<file path="src/rtl/ppm_modulator.sv">
// M-ary pulse-position modulator: one frame of 2**SYM_BITS pulse slots plus guard slots per
// accepted symbol, with seamless back-to-back frames and start/done/underrun status pulses.
module ppm_modulator #(
  parameter int unsigned SYM_BITS    = 2,
  parameter int unsigned SLOT_CYCLES = 16,
  parameter int unsigned GUARD_SLOTS = 4,
  parameter bit          IDLE_LEVEL  = 1'b1
) (
  input  logic                clk,
  input  logic                rst_n,
  input  logic                sym_valid,
  input  logic [SYM_BITS-1:0] sym_data,
  output logic                sym_ready,
  output logic                ppm,
  output logic                busy,
  output logic                sym_start,
  output logic                sym_done,
  output logic                underrun
);

  localparam int unsigned M            = 1 << SYM_BITS;
  localparam int unsigned NSLOTS       = M + GUARD_SLOTS;
  localparam int unsigned FRAME_CYCLES = NSLOTS * SLOT_CYCLES;
  localparam int unsigned CW           = (FRAME_CYCLES > 1) ? $clog2(FRAME_CYCLES) : 1;
  localparam int unsigned SW           = (SLOT_CYCLES > 1) ? $clog2(SLOT_CYCLES) : 1;
  localparam int unsigned IW           = (NSLOTS > 1) ? $clog2(NSLOTS) : 1;

  localparam logic [CW-1:0] CntLast  = CW'(FRAME_CYCLES - 1);
  localparam logic [SW-1:0] SlotLast = SW'(SLOT_CYCLES - 1);

  typedef enum logic {StIdle, StSend} state_e;

  state_e              state_q, state_d;
  logic [CW-1:0]       cnt_q, cnt_d;
  logic [SW-1:0]       slot_cnt_q, slot_cnt_d;
  logic [IW-1:0]       slot_idx_q, slot_idx_d;
  logic [SYM_BITS-1:0] sym_q, sym_d;
  logic                accept, frame_last, underrun_d, pulse_d;

  assign frame_last = (state_q == StSend) && (cnt_q == CntLast);
  assign sym_ready  = (state_q == StIdle) || frame_last;
  assign accept     = sym_valid && sym_ready;

  always_comb begin
    state_d    = state_q;
    cnt_d      = cnt_q;
    slot_cnt_d = slot_cnt_q;
    slot_idx_d = slot_idx_q;
    sym_d      = sym_q;
    underrun_d = 1'b0;
    if (accept) begin
      // Covers both a fresh start from idle and a seamless reload on the last cycle.
      state_d    = StSend;
      cnt_d      = '0;
      slot_cnt_d = '0;
      slot_idx_d = '0;
      sym_d      = sym_data;
    end else if (frame_last) begin
      state_d    = StIdle;
      cnt_d      = '0;
      slot_cnt_d = '0;
      slot_idx_d = '0;
      underrun_d = 1'b1;
    end else if (state_q == StSend) begin
      cnt_d = cnt_q + CW'(1);
      if (slot_cnt_q == SlotLast) begin
        slot_cnt_d = '0;
        slot_idx_d = slot_idx_q + IW'(1);
      end else begin
        slot_cnt_d = slot_cnt_q + SW'(1);
      end
    end
  end

  // Guard slot indices are >= M so they can never match a symbol.
  assign pulse_d = (state_d == StSend) && (slot_idx_d == IW'(sym_d));

  always_ff @(posedge clk or negedge rst_n) begin
    if (!rst_n) begin
      state_q    <= StIdle;
      cnt_q      <= '0;
      slot_cnt_q <= '0;
      slot_idx_q <= '0;
      sym_q      <= '0;
      ppm        <= IDLE_LEVEL;
      busy       <= 1'b0;
      sym_start  <= 1'b0;
      sym_done   <= 1'b0;
      underrun   <= 1'b0;
    end else begin
      state_q    <= state_d;
      cnt_q      <= cnt_d;
      slot_cnt_q <= slot_cnt_d;
      slot_idx_q <= slot_idx_d;
      sym_q      <= sym_d;
      ppm        <= pulse_d ? ~IDLE_LEVEL : IDLE_LEVEL;
      busy       <= (state_d == StSend);
      sym_start  <= (state_d == StSend) && (cnt_d == '0);
      sym_done   <= (state_d == StSend) && (cnt_d == CntLast);
      underrun   <= underrun_d;
    end
  end

endmodule

</file>
<file path="config.mk">
export PLATFORM = sky130hd
export DESIGN_NAME = ppm_modulator
export DESIGN_NICKNAME = d
export VERILOG_FILES = /design/src/rtl/ppm_modulator.sv
export SDC_FILE = /design/constraint.sdc
export NUM_CORES = 1
export LEC_CHECK = 0
export ABC_AREA = 1
export BUFFER_PORTS_ARGS = -buffer_cell sky130_fd_sc_hd__buf_2
export CAP_MARGIN = 20
export CORE_ASPECT_RATIO = 1.5
export CORE_MARGIN = 2
export CORE_UTILIZATION = 55
export DETAILED_ROUTE_END_ITERATION = 12
export GPL_TIMING_DRIVEN = 0
export HOLD_SLACK_MARGIN = 0.1
export PLACE_DENSITY = 0.87
export SKIP_LAST_GASP = 1
export SLEW_MARGIN = 15
export SYNTH_ARGS = -nofsm -noshare
export SYNTH_HDL_FRONTEND = slang
export SYNTH_SLANG_ARGS = --single-unit
</file>
<file path="constraint.sdc">
create_clock -name clk -period 1.9 [get_ports clk]
set_input_delay 0.38 -clock clk [delete_from_list [all_inputs] [get_ports clk]]
set_output_delay 0.38 -clock clk [all_outputs]
set_load 0.005 [all_outputs]
</file>
==> results.txt <==
Pwr Density - 534 nW/um^2
Post-Synth Simple-Gate Area - 35.6%
Most frequent cells in the layout - nand2_1 (39), dfrtp_1 (20), inv_1 (16), buf_2 (10), nand4_1 (8)
Rows - 20
Finished Core Util - 62.7%
Pwr Total - 0.670 mW
Rel. slew slack - 69.8%
Congestion Overflow GR - 0
Worst-path fanout max - 8
Mean post-synth cell area - 8.52 sq um
Flop2flop setup slack - 0.37 ns
Post-Syn Area - 1140 sq um
Routed len/inst - 11.9 um
R2r worst-path depth - 10
Critical Path Sink Type - output port
Synth Instances - 134
Detailed Place HPWL - 1490 um
Flop and latch count out of synthesis - 21
Core area - 2000 sq um
Status - finished, final reports clean
Die width - 41.2 um
Clock power share - 30.7%
First-pass GRT wire length - 3400 um
Tcrit/Tclk final - 91.9%
Clock skew - 0.00449 ns
Most common cell after layout, fill and taps aside - nand2_1
Setup ws final - 0.155 ns
Post-synthesis compound-gate area fraction - 3.29%
Final Hold Vio Count - 0
Post-DRT Antenna Nets - 0
Setup_tns - 0 ns
PostCTS Resize Cnt - 0
Xor and xnor fraction of the mapped netlist area - 3.07%
Total number of yosys warnings - 0
Die area - 2460 sq um
HP Class - input pin to register
Internal Power - 0.533 mW
CTS tree - yes
Clock H-tree levels - 1
Worst slew pin tran - 0.453 ns
DR iter-0 viols - 13
Global placement routability congestion - 0.899
Mux share of post-synthesis cell area - 0%
Fmax - 0.573 GHz
Hold_sp - sym_data[1]
Initial core utilization - 57.0%
Total GRT Usage - 20.5%
Worst Path Arrival - 1.37 ns
Switch share - 20.4%
IO buf count - 10
Number of global-route vias before repair - 820
Period minus WS final - 1.75 ns
Worst EP required - 1.52 ns
Clk sinks - 21
Sequential power share - 66.7%
DRC viols - 0
Post-DR vias/cell - 5.25
Clk slew on worst S/H paths - 0.10 ns
Hold Path End - sym_q[1]
Synthesized net count - 142
Fillers - 168
Net Switching - 0.137 mW
Largest net degree at the start of global routing - 22
Worst Path Class, Setup - register to output port
Die Y - 59.8 um
Inserted Diodes - 0
Post-CTS Setup Repair Bufs - 0
Max VDD drop - 0.418 mV
Adder-cell share of the synthesized area - 3.29%
Detailed Route WL - 2030 um
Hold Path Depth - 3
Largest family of logic cells by synthesized area - simple AND/OR/NAND/NOR gates
Worst R2R End - ppm
CTS Hold Bufs - 1
Num CTS Buffers - 3
Combinational share of power - 2.6%
RSZ-0062 raised after global routing - no
Critical Path Start Type - register
Final setup viols - 0
Post-synthesis cell type count - 23
Reg2reg start - slot_cnt_q[0]
Synth-to-layout area growth - 9.98%
Slew Viols, Final - 0
Post-Place Setup Slack - 0.379 ns
Post-synthesis sequential area ratio - 46.2%
Top Ports - 11
Share of layout cells above drive strength 1 - 23.5%
Initial antenna violation count - 0
Max Buffers Root-to-Sink - 2
Pre-Repair DR Iteration Count - 4
Total of max-cap violations - 0
Vias - 897
Final nets - 158
CTS root buf - clkbuf_4
WHS - 0.367 ns
Leakage - 0.693 nW
Clock latency on the worst-skew pair - 0.30 ns
[worst max-delay path, cell delays in order (launching register included)]
cell and delay [ns]:
dfrtp_1 0.39, ha_1 0.21, inv_2 0.06, nor2_4 0.11
nand2_4 0.07, nand2_8 0.11, buf_2 0.12
[layer usage]
| metal | vias to the layer above | share of wire, % | GRT usage [%] | wire (um) |
|---|---|---|---|---|
| li1 | 448 | - | - | - |
| met1 | 417 | 38 | 25.6 | 767 |
| met2 | 28 | 56 | 33.9 | 1140 |
| met3 | 4 | 4.5 | 3.35 | 92 |
| met4 | 0 | 1.4 | 8.29 | 29 |
| met5 | - | 0 | 0 | 0 |
[layout make-up]
type | instances | area (sq um) | share of cell area [%]
multi-input combinational | 89 | 517 | 41.2
tap | 22 | 27.5 | 2.19
clock buffer | 4 | 26.3 | 2.09
sequential | 21 | 527 | 42.0
buffer | 1 | 11.3 | 0.897
timing repair buffer | 11 | 60.1 | 4.79
inverter | 23 | 86.3 | 6.88
[sequential cells by signal, summed over array words and instances (netlist names)]
name	count
ppm	1
sym_start	1
slot_cnt_q	4
sym_done	1
sym_q	2
underrun	1
slot_idx_q	3
state_q	1
cnt_q	7
[power by group through the flow]
stage | logic (mW) | registers [mW] | clock network, mW
CTS | 0.0181 | 0.447 | 0.213
finish | 0.0175 | 0.447 | 0.206
global route | 0.0204 | 0.447 | 0.233
floorplan | 0.00134 | 0.456 | 0
global placement | 0.0161 | 0.455 | 0
detailed placement | 0.0164 | 0.455 | 0
[worst max-delay path by stage]
stage | startpoint | end | cells after the start | slack, ns
floorplan | slot_cnt_q[0] | ppm | 12 | 0.59
detailed placement | slot_cnt_q[0] | ppm | 10 | 0.38
global route | cnt_q[0] | sym_ready | 6 | 0.06
global placement | slot_cnt_q[0] | ppm | 12 | 0.46
CTS | cnt_q[0] | sym_ready | 6 | 0.14
finish | cnt_q[0] | sym_ready | 6 | 0.15
[synthesized netlist by cell type]
| library cell | number | area share, % |
|---|---|---|
| nand2_8 | 2 | 3.5 |
| nor2_2 | 1 | 0.55 |
| ha_1 | 3 | 3.3 |
| a32o_1 | 1 | 0.88 |
| nor2_4 | 2 | 2.0 |
| nand3b_1 | 2 | 1.3 |
| a21oi_1 | 3 | 1.3 |
| inv_2 | 7 | 2.3 |
| nand2_1 | 39 | 13 |
| dfstp_2 | 1 | 2.3 |
| inv_1 | 16 | 5.3 |
| nand4_1 | 8 | 4.4 |
| xnor2_1 | 2 | 1.5 |
| nor3_1 | 1 | 0.44 |
| nand2_4 | 3 | 3.0 |
| o31ai_1 | 1 | 0.66 |
| xor2_1 | 2 | 1.5 |
| dfrtp_1 | 20 | 44 |
| nand2_2 | 5 | 2.7 |
| nor2_1 | 7 | 2.3 |
| o21ai_0 | 1 | 0.44 |
| buf_6 | 1 | 0.99 |
| nand3_1 | 6 | 2.6 |
[cell families after synthesis]
logic type / count (synthesis)
flip-flops: 21
adder cells (fa/ha/maj): 3
buffers and inverters: 24
AND/OR/NAND/NOR: 76
AO/OA/AOI/OAI: 6
XOR/XNOR: 4
[metrics by stage]
step | cells | cell area, sq um
after floorplan | 134 | 1140
after global placement | 166 | 1220
after detailed placement | 166 | 1220
after CTS | 171 | 1250
after global routing | 171 | 1250
final | 171 | 1250
(Power assumes the default switching activity.)
